**src/rtl/puf_pkg.sv**
```systemverilog
// Shared types and constants for the RO-PUF measurement controller.
package puf_pkg;

  localparam int unsigned CNT_W_DEF  = 16;
  localparam int unsigned WIN_W_DEF  = 16;
  localparam int unsigned SETTLE_CYC = 2;
  localparam int unsigned DRAIN_CYC  = 1;

  typedef enum logic [2:0] {
    ST_IDLE,
    ST_SETTLE,
    ST_COUNT,
    ST_DRAIN,
    ST_DONE
  } meas_state_e;

endpackage

```
**src/rtl/puf_edge_cnt.sv**
```systemverilog
// One ring channel: 2-FF synchronizer, rising-edge detect and saturating edge counter.
module puf_edge_cnt
  import puf_pkg::*;
#(
  parameter int unsigned CNT_W = CNT_W_DEF
) (
  input  logic             i_clk,
  input  logic             i_rst_n,
  input  logic             i_ro,
  input  logic             i_clr,
  input  logic             i_cnt_en,
  output logic [CNT_W-1:0] o_cnt
);

  localparam logic [CNT_W-1:0] CNT_MAX = '1;

  logic [2:0]       sync_q;
  logic             edge_c;
  logic [CNT_W-1:0] cnt_q;

  // sync_q[1] is the synchronized ring level; sync_q[2] is its previous value
  always_ff @(posedge i_clk or negedge i_rst_n) begin
    if (!i_rst_n) begin
      sync_q <= 3'b000;
    end else begin
      sync_q <= {sync_q[1:0], i_ro};
    end
  end

  assign edge_c = sync_q[1] & ~sync_q[2];

  always_ff @(posedge i_clk or negedge i_rst_n) begin
    if (!i_rst_n) begin
      cnt_q <= '0;
    end else if (i_clr) begin
      cnt_q <= '0;
    end else if (i_cnt_en && edge_c && (cnt_q != CNT_MAX)) begin
      cnt_q <= cnt_q + CNT_W'(1);
    end
  end

  assign o_cnt = cnt_q;

endmodule

```
**src/rtl/puf_ro_meas.sv**
```systemverilog
// RO-pair measurement controller: runs both rings for a window, compares edge counts.
// Optional stability flag (o_unstable, MARGIN) built when PUF_RO_MEAS_MARGIN_EN is defined.
module puf_ro_meas
  import puf_pkg::*;
#(
  parameter int unsigned CNT_W  = CNT_W_DEF,
  parameter int unsigned WIN_W  = WIN_W_DEF,
  parameter int unsigned MARGIN = 4
) (
  input  logic             i_clk,
  input  logic             i_rst_n,
  input  logic             i_start,
  input  logic [WIN_W-1:0] i_win,
  input  logic             i_ro_a,
  input  logic             i_ro_b,
  output logic             o_ro_en,
  output logic             o_busy,
  output logic             o_valid,
  output logic             o_bit,
  output logic             o_tie,
  output logic [CNT_W-1:0] o_cnt_a,
  output logic [CNT_W-1:0] o_cnt_b
`ifdef PUF_RO_MEAS_MARGIN_EN
  ,
  output logic             o_unstable
`endif
);

  meas_state_e      state_q;
  logic [WIN_W-1:0] win_q;
  logic [WIN_W-1:0] cyc_q;
  logic [CNT_W-1:0] cnt_a;
  logic [CNT_W-1:0] cnt_b;
  logic             clr_c;
  logic             cnt_en_c;
  logic             result_ld_c;

  assign clr_c       = (state_q == ST_SETTLE);
  assign cnt_en_c    = (state_q == ST_COUNT);
  assign result_ld_c = (state_q == ST_DRAIN) && (cyc_q == '0);

  puf_edge_cnt #(.CNT_W(CNT_W)) u_cnt_a (
    .i_clk    (i_clk),
    .i_rst_n  (i_rst_n),
    .i_ro     (i_ro_a),
    .i_clr    (clr_c),
    .i_cnt_en (cnt_en_c),
    .o_cnt    (cnt_a)
  );

  puf_edge_cnt #(.CNT_W(CNT_W)) u_cnt_b (
    .i_clk    (i_clk),
    .i_rst_n  (i_rst_n),
    .i_ro     (i_ro_b),
    .i_clr    (clr_c),
    .i_cnt_en (cnt_en_c),
    .o_cnt    (cnt_b)
  );

  // cyc_q counts down the cycles left in SETTLE, COUNT and DRAIN
  always_ff @(posedge i_clk or negedge i_rst_n) begin
    if (!i_rst_n) begin
      state_q <= ST_IDLE;
      win_q   <= '0;
      cyc_q   <= '0;
      o_ro_en <= 1'b0;
      o_busy  <= 1'b0;
      o_valid <= 1'b0;
      o_bit   <= 1'b0;
      o_tie   <= 1'b0;
      o_cnt_a <= '0;
      o_cnt_b <= '0;
    end else begin
      o_valid <= 1'b0;
      unique case (state_q)
        ST_IDLE: begin
          if (i_start) begin
            win_q   <= (i_win == '0) ? WIN_W'(1) : i_win;
            cyc_q   <= WIN_W'(SETTLE_CYC - 1);
            state_q <= ST_SETTLE;
            o_ro_en <= 1'b1;
            o_busy  <= 1'b1;
          end
        end
        ST_SETTLE: begin
          if (cyc_q == '0) begin
            cyc_q   <= win_q - WIN_W'(1);
            state_q <= ST_COUNT;
          end else begin
            cyc_q <= cyc_q - WIN_W'(1);
          end
        end
        ST_COUNT: begin
          if (cyc_q == '0) begin
            cyc_q   <= WIN_W'(DRAIN_CYC - 1);
            state_q <= ST_DRAIN;
            o_ro_en <= 1'b0;
          end else begin
            cyc_q <= cyc_q - WIN_W'(1);
          end
        end
        ST_DRAIN: begin
          if (result_ld_c) begin
            state_q <= ST_DONE;
            o_busy  <= 1'b0;
            o_valid <= 1'b1;
            o_cnt_a <= cnt_a;
            o_cnt_b <= cnt_b;
            o_bit   <= (cnt_a > cnt_b);
            o_tie   <= (cnt_a == cnt_b);
          end else begin
            cyc_q <= cyc_q - WIN_W'(1);
          end
        end
        ST_DONE: begin
          state_q <= ST_IDLE;
        end
        default: begin
          state_q <= ST_IDLE;
          o_ro_en <= 1'b0;
          o_busy  <= 1'b0;
        end
      endcase
    end
  end

`ifdef PUF_RO_MEAS_MARGIN_EN
  logic [CNT_W-1:0] diff_c;
  logic             unstable_c;

  // Distance taken on the saturated counts
  always_comb begin
    diff_c     = (cnt_a > cnt_b) ? (cnt_a - cnt_b) : (cnt_b - cnt_a);
    unstable_c = (32'(diff_c) < 32'(MARGIN));
  end

  always_ff @(posedge i_clk or negedge i_rst_n) begin
    if (!i_rst_n) begin
      o_unstable <= 1'b0;
    end else if (result_ld_c) begin
      o_unstable <= unstable_c;
    end
  end
`else
  // MARGIN only matters when the stability comparator is built
  if (MARGIN != 0) begin : g_margin_off
  end
`endif

endmodule
```
**config.mk**
```make
export PLATFORM = sky130hd
export DESIGN_NAME = puf_ro_meas
export DESIGN_NICKNAME = d
export VERILOG_FILES = /design/src/rtl/puf_pkg.sv /design/src/rtl/puf_edge_cnt.sv /design/src/rtl/puf_ro_meas.sv
export SDC_FILE = /design/constraint.sdc
export NUM_CORES = 1
export LEC_CHECK = 0
export ABC_AREA = 1
export CAP_MARGIN = 20
export CORE_MARGIN = 2
export CORE_UTILIZATION = 54
export CTS_BUF_LIST = sky130_fd_sc_hd__clkbuf_4
export CTS_CLUSTER_DIAMETER = 30
export DETAILED_ROUTE_END_ITERATION = 8
export GPL_TIMING_DRIVEN = 0
export PLACE_DENSITY = 0.78
export SETUP_SLACK_MARGIN = 0.05
export SLEW_MARGIN = 20
export SYNTH_ARGS = -nofsm -noshare
export SYNTH_HDL_FRONTEND = slang
export SYNTH_SLANG_ARGS = --single-unit
```
**constraint.sdc**
```tcl
create_clock -name i_clk -period 4.5 [get_ports i_clk]
set_input_delay 0.9 -clock i_clk [delete_from_list [all_inputs] [get_ports i_clk]]
set_output_delay 0.9 -clock i_clk [all_outputs]
set_load 0.1 [all_outputs]
```
---- Word-level counts from Yosys, hierarchy flattened ----
Cells that the tools add are included.
storage, ports and cells
  register bits after elaboration ......... 110
  input bits .............................. 21
  output and inout port bits .............. 37
  word-level logic and storage cells ...... 78
cells by class
  add/subtract/negate cells ............... 4
  $lt $le $gt $ge ......................... 1
  eq/ne operators ......................... 12
  mux-type cells .......................... 22
  bitwise logic cells ..................... 6
  reductions and logical operators ........ 19
operator list
  operator                                             count
  two-way mux 16 bit                                   9
  one-hot mux 16 bit (4 select lines)                  1
  adder 16 x 1 -> 16 bit (second input constant)       2
  zero test 16 bit                                     2
  != test 16 bit (second input constant)               2
  subtractor 16 x 1 -> 16 bit (second input constant)  2
  == test 16 bit                                       1
  > comparator 16 bit                                  1
  two-way mux 3 bit                                    4
  one-hot mux 3 bit (4 select lines)                   1
  AND reduction 3 bit                                  3
  != test 2 bit (second input constant)                4
  == test 3 x 2 -> 1 bit (second input constant)       2
  one-hot mux 1 bit (3 select lines)                   2
  OR reduction 3 bit                                   2
  logical AND 1 bit                                    5
  two-way mux 1 bit                                    5
  inverter 1 bit                                       4
  AND reduction 2 bit                                  2
  AND reduction 4 bit                                  1
  nonzero test 2 bit                                   2
  nonzero test 4 bit                                   1
  == test 3 x 1 -> 1 bit (second input constant)       1
  == test 3 bit (second input constant)                1
  other kinds (3)                                      4

---- Longest topological paths before layout ----
Gate-level depths: netlist of the first run.
  depth after elaboration ................. 6
  gate-level depth with buffers ........... 12
  mapped depth without buffers ............ 11

---- By module ----
Synthesis of the first run repeated with hierarchy kept, for this count alone.
unflattened totals
  cells, all modules ...................... 926
  area, all modules ....................... 6600.1 um^2
modules (own cells, without submodules)
  module        times used  cells each  area an instance (um^2)  seq. area each (um^2)
  puf_ro_meas   1           626         4408.0                   1801.7
  puf_edge_cnt  2           150         1096.1                   475.5

---- Worst setup path after synthesis of the first run ----
No wires, ideal clock.
  path type ............................... reg-to-output
  start point ............................. register o_bit
  end point ............................... output port o_bit
  data arrival time ....................... 0.898 ns
  data required time ...................... 3.600 ns
  setup slack ............................. 2.702 ns
  cell stages (with the launch flop) ...... 1
  buffers on the path ..................... 0
  cell sequence ........................... dfrtp_1
RTL lines
  item                      RTL line            source
  start: declaration        puf_ro_meas.sv:19   output logic o_bit,
  start signal: assignment  puf_ro_meas.sv:109  o_bit <= (cnt_a > cnt_b);
No word-level cell between the ends.

---- Final worst setup path of the first run ----
  start point ............................. register o_bit
  end point ............................... output port o_bit
No word-level cell between the ends.

==> results of run 1 <==
[registers in the layout (all words and copies together), names as in the netlist]
register and flops:
u_cnt_b.o_cnt 16, u_cnt_a.sync_q 3, state_q 3, o_valid 1
win_q 16, u_cnt_b.sync_q 3, u_cnt_a.o_cnt 16, o_cnt_b 16
o_bit 1, o_ro_en 1, cyc_q 16, o_busy 1
o_tie 1, o_cnt_a 16
[cell families after synthesis]
logic type,count (synthesis),synth area share [%]
muxes,1,0.179
adders and majority gates,20,3.99
AOI/OAI and AO/OA,113,10.3
DFF,110,43.8
buffers and inverters,117,7.53
and+or+nand+nor,446,30.8
xor gates and xnor gates,24,3.35
[worst min path at each step]
| stage | from | endpoint | slack [ns] | depth (start not counted) |
|---|---|---|---|---|
| 2_1_floorplan | u_cnt_a.sync_q[0] | u_cnt_a.sync_q[1] | 0.33 | 0 |
| 3_3_place_gp | u_cnt_b.sync_q[0] | u_cnt_b.sync_q[1] | 0.34 | 0 |
| 3_5_place_dp | u_cnt_b.sync_q[0] | u_cnt_b.sync_q[1] | 0.34 | 0 |
| 4_1_cts | i_rst_n | u_cnt_a.sync_q[0] | 0.33 | 1 |
| 5_1_grt | i_rst_n | u_cnt_a.o_cnt[6] | 0.35 | 1 |
| 6_report | i_rst_n | win_q[14] | 0.35 | 1 |
[per-stage QoR]
stage / total power [mW] / utilization [%] / instance area [sq um]
6_report: 1.49 / 63.1 / 7170
5_1_grt: 1.55 / 63.1 / 7170
4_1_cts: 1.51 / 63.1 / 7170
3_5_place_dp: 1.06 / 62.1 / 7060
3_3_place_gp: 1.05 / 61.8 / 7030
2_1_floorplan: 1.01 / - / 6280
[layer usage]
metal / track usage, % / vias to the layer above / wire length (microns)
met5: 0 / - / 0
met4: 10.2 / 0 / 512
met3: 5.82 / 40 / 627
met2: 43.3 / 144 / 7250
met1: 31.6 / 2649 / 6630
li1: - / 2823 / -
[power by group through the flow]
stage / clock network (mW) / logic (mW) / registers [mW]
3_5_place_dp: 0 / 0.0461 / 1.01
3_3_place_gp: 0 / 0.0424 / 1.01
6_report: 0.456 / 0.0444 / 0.993
2_1_floorplan: 0 / 0.00257 / 1.01
5_1_grt: 0.507 / 0.0503 / 0.993
4_1_cts: 0.471 / 0.0461 / 0.993
[area by class of cell]
cell class	instances	share of cell area, %
Sequential cell	110	38.4
Inverter	97	5.08
Buffer	20	1.52
Clock inverter	7	0.680
Tap cell	143	2.49
Clock buffer	9	0.942
Multi-Input combinational cell	604	42.6
Timing Repair Buffer	58	8.36
[cells in the final DEF, fill, tap and decap left out, drive strengths merged, types with 5 or more instances in the layout]
master	count
nand2	247
dfrtp	110
inv	98
nor2	91
o21ai	90
nand3	61
clkdlybuf4s50	56
xor2	20
ha	20
clkbuf	20
nand4	19
a21oi	16
nor3	15
buf	11
nand3b	6
clkinv	5
==> impl_metrics.csv, run 1 <==
group,metric,value,unit
floorplan,fp-row-count,39,
timing,rsz0062_at_grt,"no",
clock_network,cts_root_buf,"clkbuf_4",
detailed_routing,detail-route-antenna-nets,0,
finish,regArea,2750,sq um
setup_path,slowest_stage,"clkdlybuf4s50_1",
timing,whs,0.354,ns
flow_run,max_cap_violations,0,
clock_network,cts_buffers,9,
synth,synthFlopType,"dfrtp_1",
setup_path,path_class,"reg2out",
setup_path,critical_path.endpoint,"o_bit",
place,dp_slack,2.08,ns
place,port_buffers,57,
pwr,p_comb_share,3.0,%
detailed_routing,vias,5656,
timing,slew-limit-headroom,34.8,%
pwr,ir_drop,0.000178,V
floorplan,ios,58,
floorplan,chipHeight,112,microns
synth,netlist_instances,831,
setup_path,critPathTopFamily,"buffers and inverters",
grt,grt_pass1_wl,25800,microns
setup_path,start_kind,"register",
detailed_routing,post_drt_wl_per_cell,14.3,microns
detailed_routing,drtIter0Drc,347,
pwr,clkPwrFrac,30.5,%
finish,drive_gt1_share,6.30,%
setup_path,crit_start,"o_bit",
synth,ys_types,41,
setup_path,timing.rr.end,"u_cnt_a.o_cnt[11]",
floorplan,core_area,11400,sq um
timing,fin_crit_sh,66.6,%
timing,post-route-min-period,3.00,ns
pwr,p_sw,0.367,mW
setup_path,path_cells,"clkdlybuf4s50_1",
setup_path,cpPeakStageDelay,1.16,ns
synth,synth_top_area_share,43.8,%
synth,synthTopCellsByCount,"240 x nand2_1, 110 x dfrtp_1, 94 x inv_1",
setup_path,crit_buf_inv,1,
detailed_routing,drc,0,
synth,synth_nets,872,
floorplan,dieArea,12500,sq um
synth,netlist_area,6280,sq um
finish,n_fill_cell,1024,
synth,synth.largest_area_cell,"dfrtp_1",
setup_path,r2r_slack,2.41,ns
pwr,power_frac_seq,66.5,%
clock_network,path_clk_slew,0.17,ns
synth,avgSynthCellArea,7.56,sq um
synth,synth_area_leaders,"dfrtp_1 44%, nand2_1 14%, o21ai_0 5.9%, inv_1 5.6%, nor2_1 5.2%",
clock_network,ctsResizeCount,0,
clock_network,holdBufCountCts,0,
grt,overflow,0,
setup_path,end_kind,"output port",
setup_path,crit_arrival,2.10,ns
detailed_routing,via_per_inst,5.40,
floorplan,die_w,112,microns
detailed_routing,dr.pass1.iters,5,
synth,synth-seq-area-share,43.8,%
timing,skew,0.0186,ns
pwr,switching_share,24.6,%
clock_network,h-tree-depth,3,
place,dp_cells,1032,
grt,track_usage,25.5,%
place,gp_congestion,0.931,
clock_network,cts_tree,"done",
grt,grt_pass1_vias,5532,
setup_path,crit_cells,1,
floorplan,initial_core_util,55.2,%
timing,hold_violations,0,
timing,max_freq,334,MHz
synth,ys_ff_latch,110,
finish,syn_to_final_growth,14.2,%
timing,setup_viol,0,
grt,antenna_found_initial,0,
pwr,power.leakage,3.29,nW
timing,worst_slack,1.50,ns
clock_network,clkLatencyLatePin,0.50,ns
detailed_routing,drt_wl_total,15000,microns
setup_path,reg2reg_depth,8,
pwr,p_int,1.13,mW
clock_network,ctsLongestPathBuffers,2,
grt,grt_max_degree,59,
setup_path,cp_max_fo,2,
timing,fin_tns_setup,0,ns
timing,tightest_slew,0.975,ns
finish,multi_input_area,3050,sq um
pwr,pwr_density_cell,208,nW/um^2
clock_network,cts_setup_buffers,0,
setup_path,rr_startpoint,"u_cnt_a.o_cnt[1]",
synth,ys_warn_count,0,
synth,synth_async_sr_flop_share,100,%
synth,yosysMostFrequentCell,"nand2_1",
setup_path,crit_required,3.60,ns
finish,layout.cells.non_filler,1048,
clock_network,cts_sinks,110,
place,hpwl,11200,microns
finish,nets,941,
synth,synth_edf_count,0,
finish,antenna_cells,0,
timing,slew_violations,0,
run_status,status,"finished clean",
worst_hold_path,min_path_type,"in2async",
Note: power is estimated with default switching activity, not from simulation.
==> run 2, diff against run 1 <==
Clock period 4.5 ns to 2.8 ns, I/O delays scaled along.
==> run 2 against run 1 <==
Compared with the run above: register-to-register slack worse by 1.7 ns; clock power rose by 61%; die area did not move; wire length up 0.17%; design area grew 0.14%; global-route usage did not move; highest routed layer unchanged.
==> impl_metrics.csv, run 2 (synthesis gave the netlist of run 1 again) <==
group,metric,value,unit
run_status,status,"finished clean",
timing,setup_viol,0,
finish,final_cell_mix,"240 x nand2_1, 110 x dfrtp_1, 94 x inv_1, 87 x nor2_1, 74 x o21ai_0",
timing,whs,0.388,ns
floorplan,initial_core_util,55.2,%
timing,max_freq,377,MHz
floorplan,chipHeight,112,microns
pwr,power.leakage,3.29,nW
setup_path,crit_cells,1,
worst_hold_path,min_path_type,"reg2reg",
detailed_routing,via_per_inst,5.42,
grt,grt_pass1_vias,5532,
detailed_routing,drc,0,
finish,nets,942,
floorplan,die_w,112,microns
clock_network,path_clk_slew,0.17,ns
place,dp_slack,0.717,ns
setup_path,path_class,"reg2out",
pwr,ir_drop,0.000287,V
clock_network,h-tree-depth,3,
finish,post-route-util,63.2,%
place,port_buffers,57,
grt,grt_max_degree,59,
detailed_routing,drtIter0Drc,360,
setup_path,end_kind,"output port",
finish,mostFrequentLayoutCell,"nand2_1",
floorplan,fp-row-count,39,
setup_path,critical_path.endpoint,"o_bit",
setup_path,rr_startpoint,"u_cnt_a.o_cnt[1]",
place,gp_congestion,0.931,
setup_path,start_kind,"register",
setup_path,timing.rr.end,"u_cnt_a.o_cnt[11]",
setup_path,path_cells,"clkdlybuf4s50_1",
timing,hold_violations,0,
clock_network,cts_tree,"done",
place,hpwl,11200,microns
clock_network,ctsResizeCount,0,
floorplan,ios,58,
clock_network,clkLatencyLatePin,0.50,ns
setup_path,r2r_slack,0.72,ns
pwr,pwr_density_cell,334,nW/um^2
timing,fin_crit_sh,94.8,%
timing,tightest_slew,0.975,ns
detailed_routing,post_drt_wl_per_cell,14.3,microns
floorplan,core_area,11400,sq um
timing,worst_slack,0.145,ns
finish,antenna_cells,0,
clock_network,ctsLongestPathBuffers,2,
finish,drive_gt1_share,6.29,%
detailed_routing,vias,5684,
detailed_routing,drt_wl_total,15000,microns
grt,overflow,0,
grt,antenna_found_initial,0,
detailed_routing,detail-route-antenna-nets,0,
flow_run,max_cap_violations,0,
timing,fin_tns_setup,0,ns
setup_path,crit_buf_inv,1,
clock_network,cts_buffers,9,
timing,rsz0062_at_grt,"no",
floorplan,dieArea,12500,sq um
clock_network,cts_root_buf,"clkbuf_4",
timing,slew_violations,0,
timing,skew,0.0180,ns
clock_network,cts_sinks,110,
setup_path,cpPeakStageDelay,1.16,ns
finish,syn_to_final_growth,14.4,%
setup_path,reg2reg_depth,8,
timing,post-route-min-period,2.65,ns
setup_path,cp_max_fo,2,
setup_path,crit_start,"o_bit",
detailed_routing,dr.pass1.iters,5,
timing,slew-limit-headroom,34.8,%
finish,n_fill_cell,1023,
grt,track_usage,25.5,%
setup_path,crit_required,2.24,ns
grt,grt_pass1_wl,25800,microns
setup_path,crit_arrival,2.09,ns
setup_path,critPathTopFamily,"buffers and inverters",
setup_path,slowest_stage,"clkdlybuf4s50_1",
## run 2: how the worst min path moves through the flow
stage | startpoint | end | slack, ns | depth (start not counted)
2_1_floorplan | i_rst_n | cyc_q[0] | 0.26 | 0
3_5_place_dp | u_cnt_b.sync_q[0] | u_cnt_b.sync_q[1] | 0.34 | 0
3_3_place_gp | u_cnt_b.sync_q[0] | u_cnt_b.sync_q[1] | 0.34 | 0
6_report | u_cnt_b.sync_q[0] | u_cnt_b.sync_q[1] | 0.39 | 0
4_1_cts | u_cnt_b.sync_q[0] | u_cnt_b.sync_q[1] | 0.38 | 0
5_1_grt | u_cnt_b.sync_q[0] | u_cnt_b.sync_q[1] | 0.39 | 0
## run 2: metrics by stage
| stage | std cells | instance area (sq um) | total power [mW] |
|---|---|---|---|
| final | 1049 | 7180 | 2.40 |
| after global routing | 1049 | 7180 | 2.49 |
| after CTS | 1049 | 7180 | 2.43 |
| after detailed placement | 1032 | 7060 | 1.70 |
| after global placement | 1031 | 7030 | 1.69 |
| after floorplan | 831 | 6280 | 1.63 |
## run 2: timing repair
action	in CTS	in global routing
hold buffers	1	0
setup buffers	0	0
hold endpoints to repair	24	0
setup endpoints to repair	0	0
## run 2: metal layers
metal  share of wire [%]  GRT usage [%]  vias up
li1                    -              -     2829
met1                  44           31.6     2657
met2                  48           43.3      158
met3                 4.7           5.82       40
met4                 3.4           10.2        0
met5                   0              0        -
## run 2: power breakdown
group | internal [mW] | total, mW | switching (mW) | leakage, nW
clock network | 0.185 | 0.733 | 0.548 | 0.0629
registers | 1.59 | 1.60 | 0.00147 | 1.45
logic | 0.0318 | 0.0725 | 0.0407 | 1.78
total | 1.81 | 2.40 | 0.590 | 3.29
## run 2: layout make-up
type	instances	area (sq um)	area share, %
inverter	97	364	5.07
multi-input combinational	604	3050	42.5
sequential	110	2750	38.3
tap	143	179	2.49
timing repair buffer	59	609	8.48
buffer	20	109	1.52
clock buffer	9	67.6	0.941
clock inverter	7	48.8	0.679
==> run 3, diff against run 2 <==
Clock period 2.8 ns to 2.78 ns, I/O delays scaled along.
==> run 3 against run 2 <==
Compared with the run above: count of clock-buffer cells in the layout is the same; critical path depth is the same; largest power group unchanged; highest routed layer is now met5; non-clock buffer count is the same; global-route usage is the same.
==> impl_metrics.csv, run 3 (synthesis gave the netlist of run 1 again) <==
group,metric,value,unit
clock_network,cts_buffers,9,
floorplan,dieArea,12500,sq um
timing,hold_violations,0,
timing,worst_slack,0.147,ns
worst_hold_path,min_delay_path_depth,0,
setup_path,slowest_stage,"clkdlybuf4s50_1",
run_status,status,"finished clean",
pwr,ir_drop,0.000291,V
setup_path,start_kind,"register",
clock_network,cts_setup_buffers,0,
detailed_routing,vias,5677,
clock_network,ctsLongestPathBuffers,2,
detailed_routing,post_drt_wl_per_cell,14.3,microns
floorplan,initial_core_util,55.2,%
setup_path,crit_buf_inv,1,
setup_path,crit_arrival,2.08,ns
pwr,power.leakage,3.31,nW
timing,fin_crit_sh,94.7,%
flow_run,max_cap_violations,0,
clock_network,clkLatencyLatePin,0.50,ns
detailed_routing,detail-route-antenna-nets,0,
floorplan,fp-row-count,39,
finish,antenna_cells,0,
grt,antenna_found_initial,1,
place,dpl_cell_area,7060,sq um
detailed_routing,drt_wl_total,15000,microns
pwr,pwr_density_cell,336,nW/um^2
grt,overflow,0,
worst_hold_path,min_path_type,"reg2reg",
finish,multi_input_area,3050,sq um
clock_network,cts_root_buf,"clkbuf_4",
floorplan,die_w,112,microns
timing,setup_viol,0,
place,dp_slack,0.701,ns
setup_path,end_kind,"output port",
timing,max_freq,380,MHz
grt,grt_pass1_wl,25800,microns
finish,final_cell_mix,"240 x nand2_1, 110 x dfrtp_1, 94 x inv_1, 87 x nor2_1, 74 x o21ai_0",
floorplan,ios,58,
clock_network,cts_tree,"done",
detailed_routing,drtIter0Drc,386,
finish,mostFrequentLayoutCell,"nand2_1",
place,gp_congestion,0.931,
clock_network,h-tree-depth,3,
timing,post-route-min-period,2.63,ns
finish,nets,942,
grt,grt_max_degree,59,
timing,skew,0.0152,ns
setup_path,reg2reg_depth,8,
detailed_routing,via_per_inst,5.41,
finish,fin_area,7190,sq um
timing,tightest_slew,0.975,ns
timing,slew_violations,0,
place,hpwl,11200,microns
setup_path,critPathTopFamily,"buffers and inverters",
floorplan,core_area,11400,sq um
clock_network,path_clk_slew,0.17,ns
clock_network,cts_sinks,110,
finish,n_fill_cell,1022,
setup_path,path_class,"reg2out",
setup_path,crit_cells,1,
detailed_routing,dr.pass1.iters,5,
finish,post-route-util,63.2,%
grt,grt_pass1_vias,5532,
setup_path,path_cells,"clkdlybuf4s50_1",
finish,syn_to_final_growth,14.4,%
pwr,finalPower,2.42,mW
grt,track_usage,25.5,%
finish,regArea,2750,sq um
place,port_buffers,57,
setup_path,cpPeakStageDelay,1.15,ns
setup_path,cp_max_fo,2,
floorplan,chipHeight,112,microns
detailed_routing,drc,0,
setup_path,crit_required,2.22,ns
timing,slew-limit-headroom,34.8,%
finish,drive_gt1_share,6.29,%
timing,rsz0062_at_grt,"no",
==> run 3: what timing repair did <==
| item | CTS | global route |
|---|---|---|
| gates resized for setup | 0 | 1 |
| endpoints found under the hold margin | 26 | 0 |
| endpoints found under the setup margin | 0 | 1 |
| hold buffers | 1 | 0 |
==> run 3: routing by layer <==
metal  track usage, %  routed length [microns]  vias to the layer above
met2             43.3                     7290                      148
li1                 -                        -                     2826
met1             31.6                     6560                     2663
met5                0                       20                        -
met4             10.2                      482                        2
met3             5.82                      696                       38
==> run 3: path summary, 6_finish.rpt <==
path                                    from                 to  slack [ns]
max                              o_cnt_b[15]        o_cnt_b[15]        0.15
min                        u_cnt_b.sync_q[0]  u_cnt_b.sync_q[1]        0.39
max reg2reg                 u_cnt_a.o_cnt[1]   u_cnt_a.o_cnt[9]        0.70
min reg2reg                u_cnt_b.sync_q[0]  u_cnt_b.sync_q[1]        0.39
max in group asynchronous            i_rst_n         o_cnt_b[8]        1.55
min in group asynchronous            i_rst_n          win_q[14]        0.58
==> run 3: power by group <==
part	leakage [nW]	internal, mW	switching, mW
Sequential	1.45	1.61	0.00151
Clock	0.0629	0.186	0.552
Combinational	1.80	0.0320	0.0410
==> run 3: layout make-up <==
| type | instances | share of cell area, % |
|---|---|---|
| Buffer | 20 | 1.51 |
| Clock buffer | 9 | 0.940 |
| Clock inverter | 7 | 0.679 |
| Inverter | 97 | 5.07 |
| Multi-Input combinational cell | 604 | 42.5 |
| Sequential cell | 110 | 38.3 |
| Tap cell | 143 | 2.49 |
| Timing Repair Buffer | 59 | 8.51 |
==> run 3: through the flow <==
stage                     hold slack, ns  cells  setup TNS (ns)
final                              0.386   1049               0
after global routing               0.390   1049               0
after CTS                          0.381   1049               0
after detailed placement           0.338   1032               0
after global placement             0.337   1031         -327.46
after floorplan                    0.260    831               0
